===== src/rtl/hex_view_sel_ctrl.sv =====
// hex_view_sel_ctrl
//   Produces the 3-bit view select for the 8:1 hex-display mux and registers
//   the mux result back toward the hex decoders. The view advances on a
//   debounced pushbutton press, or automatically every AUTO_PERIOD cycles.
//   Freeze holds both the select and the displayed value.
//
// Ports
//   Clock      in   1   system clock
//   Reset      in   1   asynchronous, active-high reset
//   StepBtn    in   1   raw pushbutton (bouncy, asynchronous)
//   AutoEn     in   1   1 = auto-cycle views (asynchronous switch)
//   Freeze     in   1   1 = hold select and display (asynchronous switch)
//   MuxIn      in   16  value returned from the display mux
//   Sel        out  3   view select to the mux
//   DispOut    out  16  registered value to the hex decoders
//   StepPulse  out  1   one-cycle strobe per accepted button press
//
// Debouncer states
//   state     | meaning
//   IDLE_LOW  | button accepted as released
//   WAIT_HIGH | button seen high, counting stable high cycles
//   IDLE_HIGH | button accepted as pressed
//   WAIT_LOW  | button seen low, counting stable low cycles

module hex_view_sel_ctrl #(
  parameter int DEBOUNCE_CYCLES = 500000,
  parameter int AUTO_PERIOD     = 50000000,
  parameter int NUM_VIEWS       = 8
) (
  input  logic        Clock,
  input  logic        Reset,
  input  logic        StepBtn,
  input  logic        AutoEn,
  input  logic        Freeze,
  input  logic [15:0] MuxIn,
  output logic [2:0]  Sel,
  output logic [15:0] DispOut,
  output logic        StepPulse
);

  localparam int DBW = (DEBOUNCE_CYCLES > 2) ? $clog2(DEBOUNCE_CYCLES) : 1;
  localparam int PSW = (AUTO_PERIOD > 2) ? $clog2(AUTO_PERIOD) : 1;
  localparam logic [DBW-1:0] DB_LAST  = DBW'(DEBOUNCE_CYCLES - 1);
  localparam logic [PSW-1:0] PS_LAST  = PSW'(AUTO_PERIOD - 1);
  localparam logic [2:0]     SEL_LAST = 3'(NUM_VIEWS - 1);

  typedef enum logic [1:0] {
    IDLE_LOW  = 2'd0,
    WAIT_HIGH = 2'd1,
    IDLE_HIGH = 2'd2,
    WAIT_LOW  = 2'd3
  } db_state_t;

  logic [1:0] btn_sync;
  logic [1:0] auto_sync;
  logic [1:0] frz_sync;
  logic       btn_s;
  logic       auto_s;
  logic       frz_s;

  db_state_t      db_state;
  logic [DBW-1:0] db_cnt;
  logic [PSW-1:0] prescale;
  logic           auto_tick;

  // Two-flop synchronizers for the asynchronous board inputs.
  always_ff @(posedge Clock or posedge Reset) begin
    if (Reset) begin
      btn_sync  <= 2'b00;
      auto_sync <= 2'b00;
      frz_sync  <= 2'b00;
    end else begin
      btn_sync  <= {btn_sync[0], StepBtn};
      auto_sync <= {auto_sync[0], AutoEn};
      frz_sync  <= {frz_sync[0], Freeze};
    end
  end

  assign btn_s  = btn_sync[1];
  assign auto_s = auto_sync[1];
  assign frz_s  = frz_sync[1];

  // Debouncer; StepPulse is registered and rises only on WAIT_HIGH -> IDLE_HIGH.
  always_ff @(posedge Clock or posedge Reset) begin
    if (Reset) begin
      db_state  <= IDLE_LOW;
      db_cnt    <= '0;
      StepPulse <= 1'b0;
    end else begin
      StepPulse <= 1'b0;
      case (db_state)
        IDLE_LOW: begin
          if (btn_s) begin
            db_state <= WAIT_HIGH;
            db_cnt   <= '0;
          end
        end
        WAIT_HIGH: begin
          if (!btn_s) begin
            db_state <= IDLE_LOW;
          end else if (db_cnt == DB_LAST) begin
            db_state  <= IDLE_HIGH;
            StepPulse <= 1'b1;
          end else begin
            db_cnt <= db_cnt + 1'b1;
          end
        end
        IDLE_HIGH: begin
          if (!btn_s) begin
            db_state <= WAIT_LOW;
            db_cnt   <= '0;
          end
        end
        WAIT_LOW: begin
          if (btn_s) begin
            db_state <= IDLE_HIGH;
          end else if (db_cnt == DB_LAST) begin
            db_state <= IDLE_LOW;
          end else begin
            db_cnt <= db_cnt + 1'b1;
          end
        end
        default: begin
          db_state <= IDLE_LOW;
          db_cnt   <= '0;
        end
      endcase
    end
  end

  assign auto_tick = auto_s & ~frz_s & (prescale == PS_LAST);

  // A manual step restarts the auto interval so the next automatic advance
  // lands a full period after the press.
  always_ff @(posedge Clock or posedge Reset) begin
    if (Reset) begin
      prescale <= '0;
    end else if (!auto_s || StepPulse) begin
      prescale <= '0;
    end else if (frz_s) begin
      prescale <= prescale;
    end else if (prescale == PS_LAST) begin
      prescale <= '0;
    end else begin
      prescale <= prescale + 1'b1;
    end
  end

  // A coincident press and tick still advance the view only once.
  always_ff @(posedge Clock or posedge Reset) begin
    if (Reset) begin
      Sel     <= 3'd0;
      DispOut <= 16'h0000;
    end else begin
      if ((StepPulse || auto_tick) && !frz_s) begin
        Sel <= (Sel == SEL_LAST) ? 3'd0 : Sel + 3'd1;
      end
      if (!frz_s) begin
        DispOut <= MuxIn;
      end
    end
  end

endmodule


===== config.mk =====
export PLATFORM = sky130hd
export DESIGN_NAME = hex_view_sel_ctrl
export DESIGN_NICKNAME = d
export VERILOG_FILES = /design/src/rtl/hex_view_sel_ctrl.sv
export SDC_FILE = /design/constraint.sdc
export NUM_CORES = 1
export LEC_CHECK = 0
export CAP_MARGIN = 20
export CELL_PAD_IN_SITES_DETAIL_PLACEMENT = 1
export CELL_PAD_IN_SITES_GLOBAL_PLACEMENT = 1
export CORE_UTILIZATION = 46
export CTS_BUF_LIST = sky130_fd_sc_hd__clkbuf_4
export DETAILED_ROUTE_END_ITERATION = 8
export PLACE_DENSITY_LB_ADDON = 0.1
export SLEW_MARGIN = 20
export SYNTH_ARGS = -nofsm -noshare
export SYNTH_HDL_FRONTEND = slang
export SYNTH_SLANG_ARGS = --single-unit

===== constraint.sdc =====
create_clock -name Clock -period 3 [get_ports Clock]
set_input_delay 0.9 -clock Clock [delete_from_list [all_inputs] [get_ports Clock]]
set_output_delay 0.9 -clock Clock [all_outputs]
set_load 0.05 [all_outputs]

==> metrics.md <==
| Metric | Value |
|---|---|
| Status | `finished clean` |
| Vias per cell | `5.697` |
| CTS tree | `yes` |
| Final slew viol count | `0` |
| Total track usage | `22.48%` |
| Mapped Cells | `342` |
| Fin nets | `410` |
| Fin crit period | `2625 ps` |
| YS warnings | `0` |
| WL/cell | `17.28 um` |
| Placed Area | `4061 sq um` |
| FF-to-FF Start | `db_cnt[0]$_DFFE_PP0P_` |
| Core area | `7408 sq um` |
| Worst Tran Pin Value | `935.5 ps` |
| WS Path Type | `flop to primary output` |
| Full die area | `8144 sq um` |
| Share of the synthesized area in the top cell type | `51.00%` |
| F_max | `380.9 MHz` |
| Drt pass-1 iters | `4` |
| Hold/Removal Path Class | `flop to flop` |
| Power density cells | `445.7 nW/um^2` |
| Final Cycle Share | `87.51%` |
| Initial cell density of the core | `48.35%` |
| Post-synth EDFFs | `0` |
| Area Overhead vs Synth | `16.98%` |
| Port-buffer cells | `40` |
| Worst hold margin | `385.1 ps` |
| Crit-path max cell delay | `840 ps` |
| Synth async-reset ratio | `100.0%` |
| RSZ-0062 raised after global routing | `false` |
| Max VDD drop | `0.3075 mV` |
| Critical Path AT | `1730 ps` |
| GRT overflow | `0` |
| CTS max path bufs | `2` |
| CP Cell Sequence | `clkdlybuf4s50_1` |
| Post-Syn Nets | `367` |
| Worst skew pair latency | `440 ps` |
| Critical path launch point type | `flop` |
| Setup TNS | `0 ps` |
| Slew margin rel. | `37.44%` |
| Height of the die | `90.25 um` |
| Mapped cell area | `3582 sq um` |
| Max_cap viols | `0` |
| Final Setup Violations | `0` |
| Post-CTS Setup Inserts | `0` |
| Post-route DRC violation count | `0` |
| Largest net degree at the start of global routing | `74` |
| Total wire length | `8.449 mm` |
| Flip-flop and latch count after synthesis | `73` |
| Hold path start | `frz_sync[0]$_DFF_PP0_` |
| Commonest cells in the synthesized netlist | `73 x dfrtp_1, 32 x nor2_1, 28 x nand3_1` |
| CP top delay family | `buffers and inverters` |
| Clock-pin transition on the worst setup and hold timing paths | `150 ps` |
| DRT iter0 DRCs | `122` |
| TritonCTS Buffers | `9` |
| Top FF cell, synth | `dfrtp_1` |
| LEAKAGE | `1.699 nW` |
| Finished Cell Area | `4190 sq um` |
| Die W | `90.25 um` |
| Row Count | `31` |
| Ant diodes | `0` |
| Final Hold Vio Count | `0` |
| CTS resizes | `0` |
| CTS Hold Bufs | `0` |
| Final Skew | `18.66 ps` |
| WP buf/inv | `1` |
| Avg Inst Size Synth | `10.47 sq um` |
| Root Driver | `clkbuf_4` |
| Seq/Total Area, Yosys | `51.00%` |
| Most frequently used cell type in the post-synthesis netlist | `dfrtp_1` |
| Slowest-stage cell, CP | `clkdlybuf4s50_1` |
| Initial antenna violation count | `0` |
| Worst Path Required | `2100 ps` |
| TritonCTS Sinks | `73` |
| Top Ports | `41` |
| Top cells by area, synth | `dfrtp_1 51%, mux2_2 5.3%, xor2_1 4.6%` |
| Setup crit start | `StepPulse$_DFF_PP0_` |
| Number of global-route vias before repair | `2,875` |
| First-pass GRT wire length | `14.41 mm` |
| Total power | `1.868 mW` |
| ANT nets after route | `0` |
| Crit. End Element | `primary output` |
| Share of cells above drive strength 1 | `12.82%` |
| Filler cell count | `816` |
| H-Tree Depth | `3` |
| Total number of vias | `2,786` |
| RD Place Congestion | `0.8784` |
| Post-synth cell types | `50` |
| Post-DP HPWL | `5.881 mm` |
| Area leader, netlist | `dfrtp_1` |
| Critical Path Fanout Max | `4` |
[registers in the layout, indices dropped and copies added, names as in the netlist, named ones only]
register   count
DispOut       16
Sel            3
StepPulse      1
auto_sync      2
btn_sync       2
db_cnt        19
db_state       1
frz_sync       2
prescale      26
[final timing paths]
path,end,slack [ps],cells past startpoint
min reg2reg,frz_sync[1]$_DFF_PP0_,390,0
max reg2reg,db_cnt[9]$_DFFE_PP0P_,670,6
max in group asynchronous,prescale[15]$_DFFE_PP0P_,1820,3
max,StepPulse,370,1
min in group asynchronous,btn_sync[0]$_DFF_PP0_,840,3
min,frz_sync[1]$_DFF_PP0_,390,0
[logic make-up (layout without fill, tap and decap cells)]
group                      Yosys count  count (layout)  synth area share, %
AOI/OAI and AO/OA                   44              44                7.545
and+or+nand+nor                    146             146                22.88
DFF                                 73              73                51.00
xor gates and xnor gates            27              27                6.602
buffers and inverters               26              74                3.807
adders and majority gates            4               4                1.397
muxes                               22              22                6.776
[layout by cell type, fill, tap and decap left out, types with 5 or more instances in the layout]
cell | Yosys | final
o21ai_0 | 17 | 17
clkdlybuf4s50_1 | 0 | 40
inv_1 | 15 | 14
dfrtp_1 | 73 | 73
xor2_1 | 19 | 19
nor3_1 | 5 | 5
mux2_2 | 17 | 17
nand4_1 | 16 | 16
xnor2_1 | 8 | 8
clkbuf_4 | 0 | 9
nand3_1 | 28 | 28
nand2_1 | 22 | 22
and3_1 | 10 | 10
a21oi_1 | 16 | 16
or3_1 | 7 | 7
nor2_1 | 32 | 32
[layout make-up]
type	count	area, sq um	area share, %
tap	99	123.9	2.956
clock buffer	9	67.56	1.612
clock inverter	7	61.31	1.463
multi-input combinational	243	1619	38.64
timing repair buffer	43	435.4	10.39
sequential	73	1827	43.60
inverter	15	56.30	1.344
[per-layer routing]
metal	global-route usage, %	routed length (um)	up-vias
li1	-	-	1303
met2	38.42	4455	50
met5	0	0	-
met1	27.36	3571	1422
met4	8.065	131	0
met3	5.838	290	11
[power breakdown]
group / switching, mW / internal (mW) / total [mW]
clock network: 0.396 / 0.185 / 0.582
logic: 0.151 / 0.0946 / 0.246
registers: 0.0235 / 1.02 / 1.04
total: 0.571 / 1.30 / 1.87
[stage by stage]
step,setup slack (ps),utilization [%],std cells
5_1_grt,315.7,56.56,489
4_1_cts,342.6,56.56,489
3_3_place_gp,867.6,54.82,473
2_1_floorplan,246.7,-,342
3_5_place_dp,691.3,54.82,473
6_report,374.6,56.56,489
(Power assumes the default switching activity.)
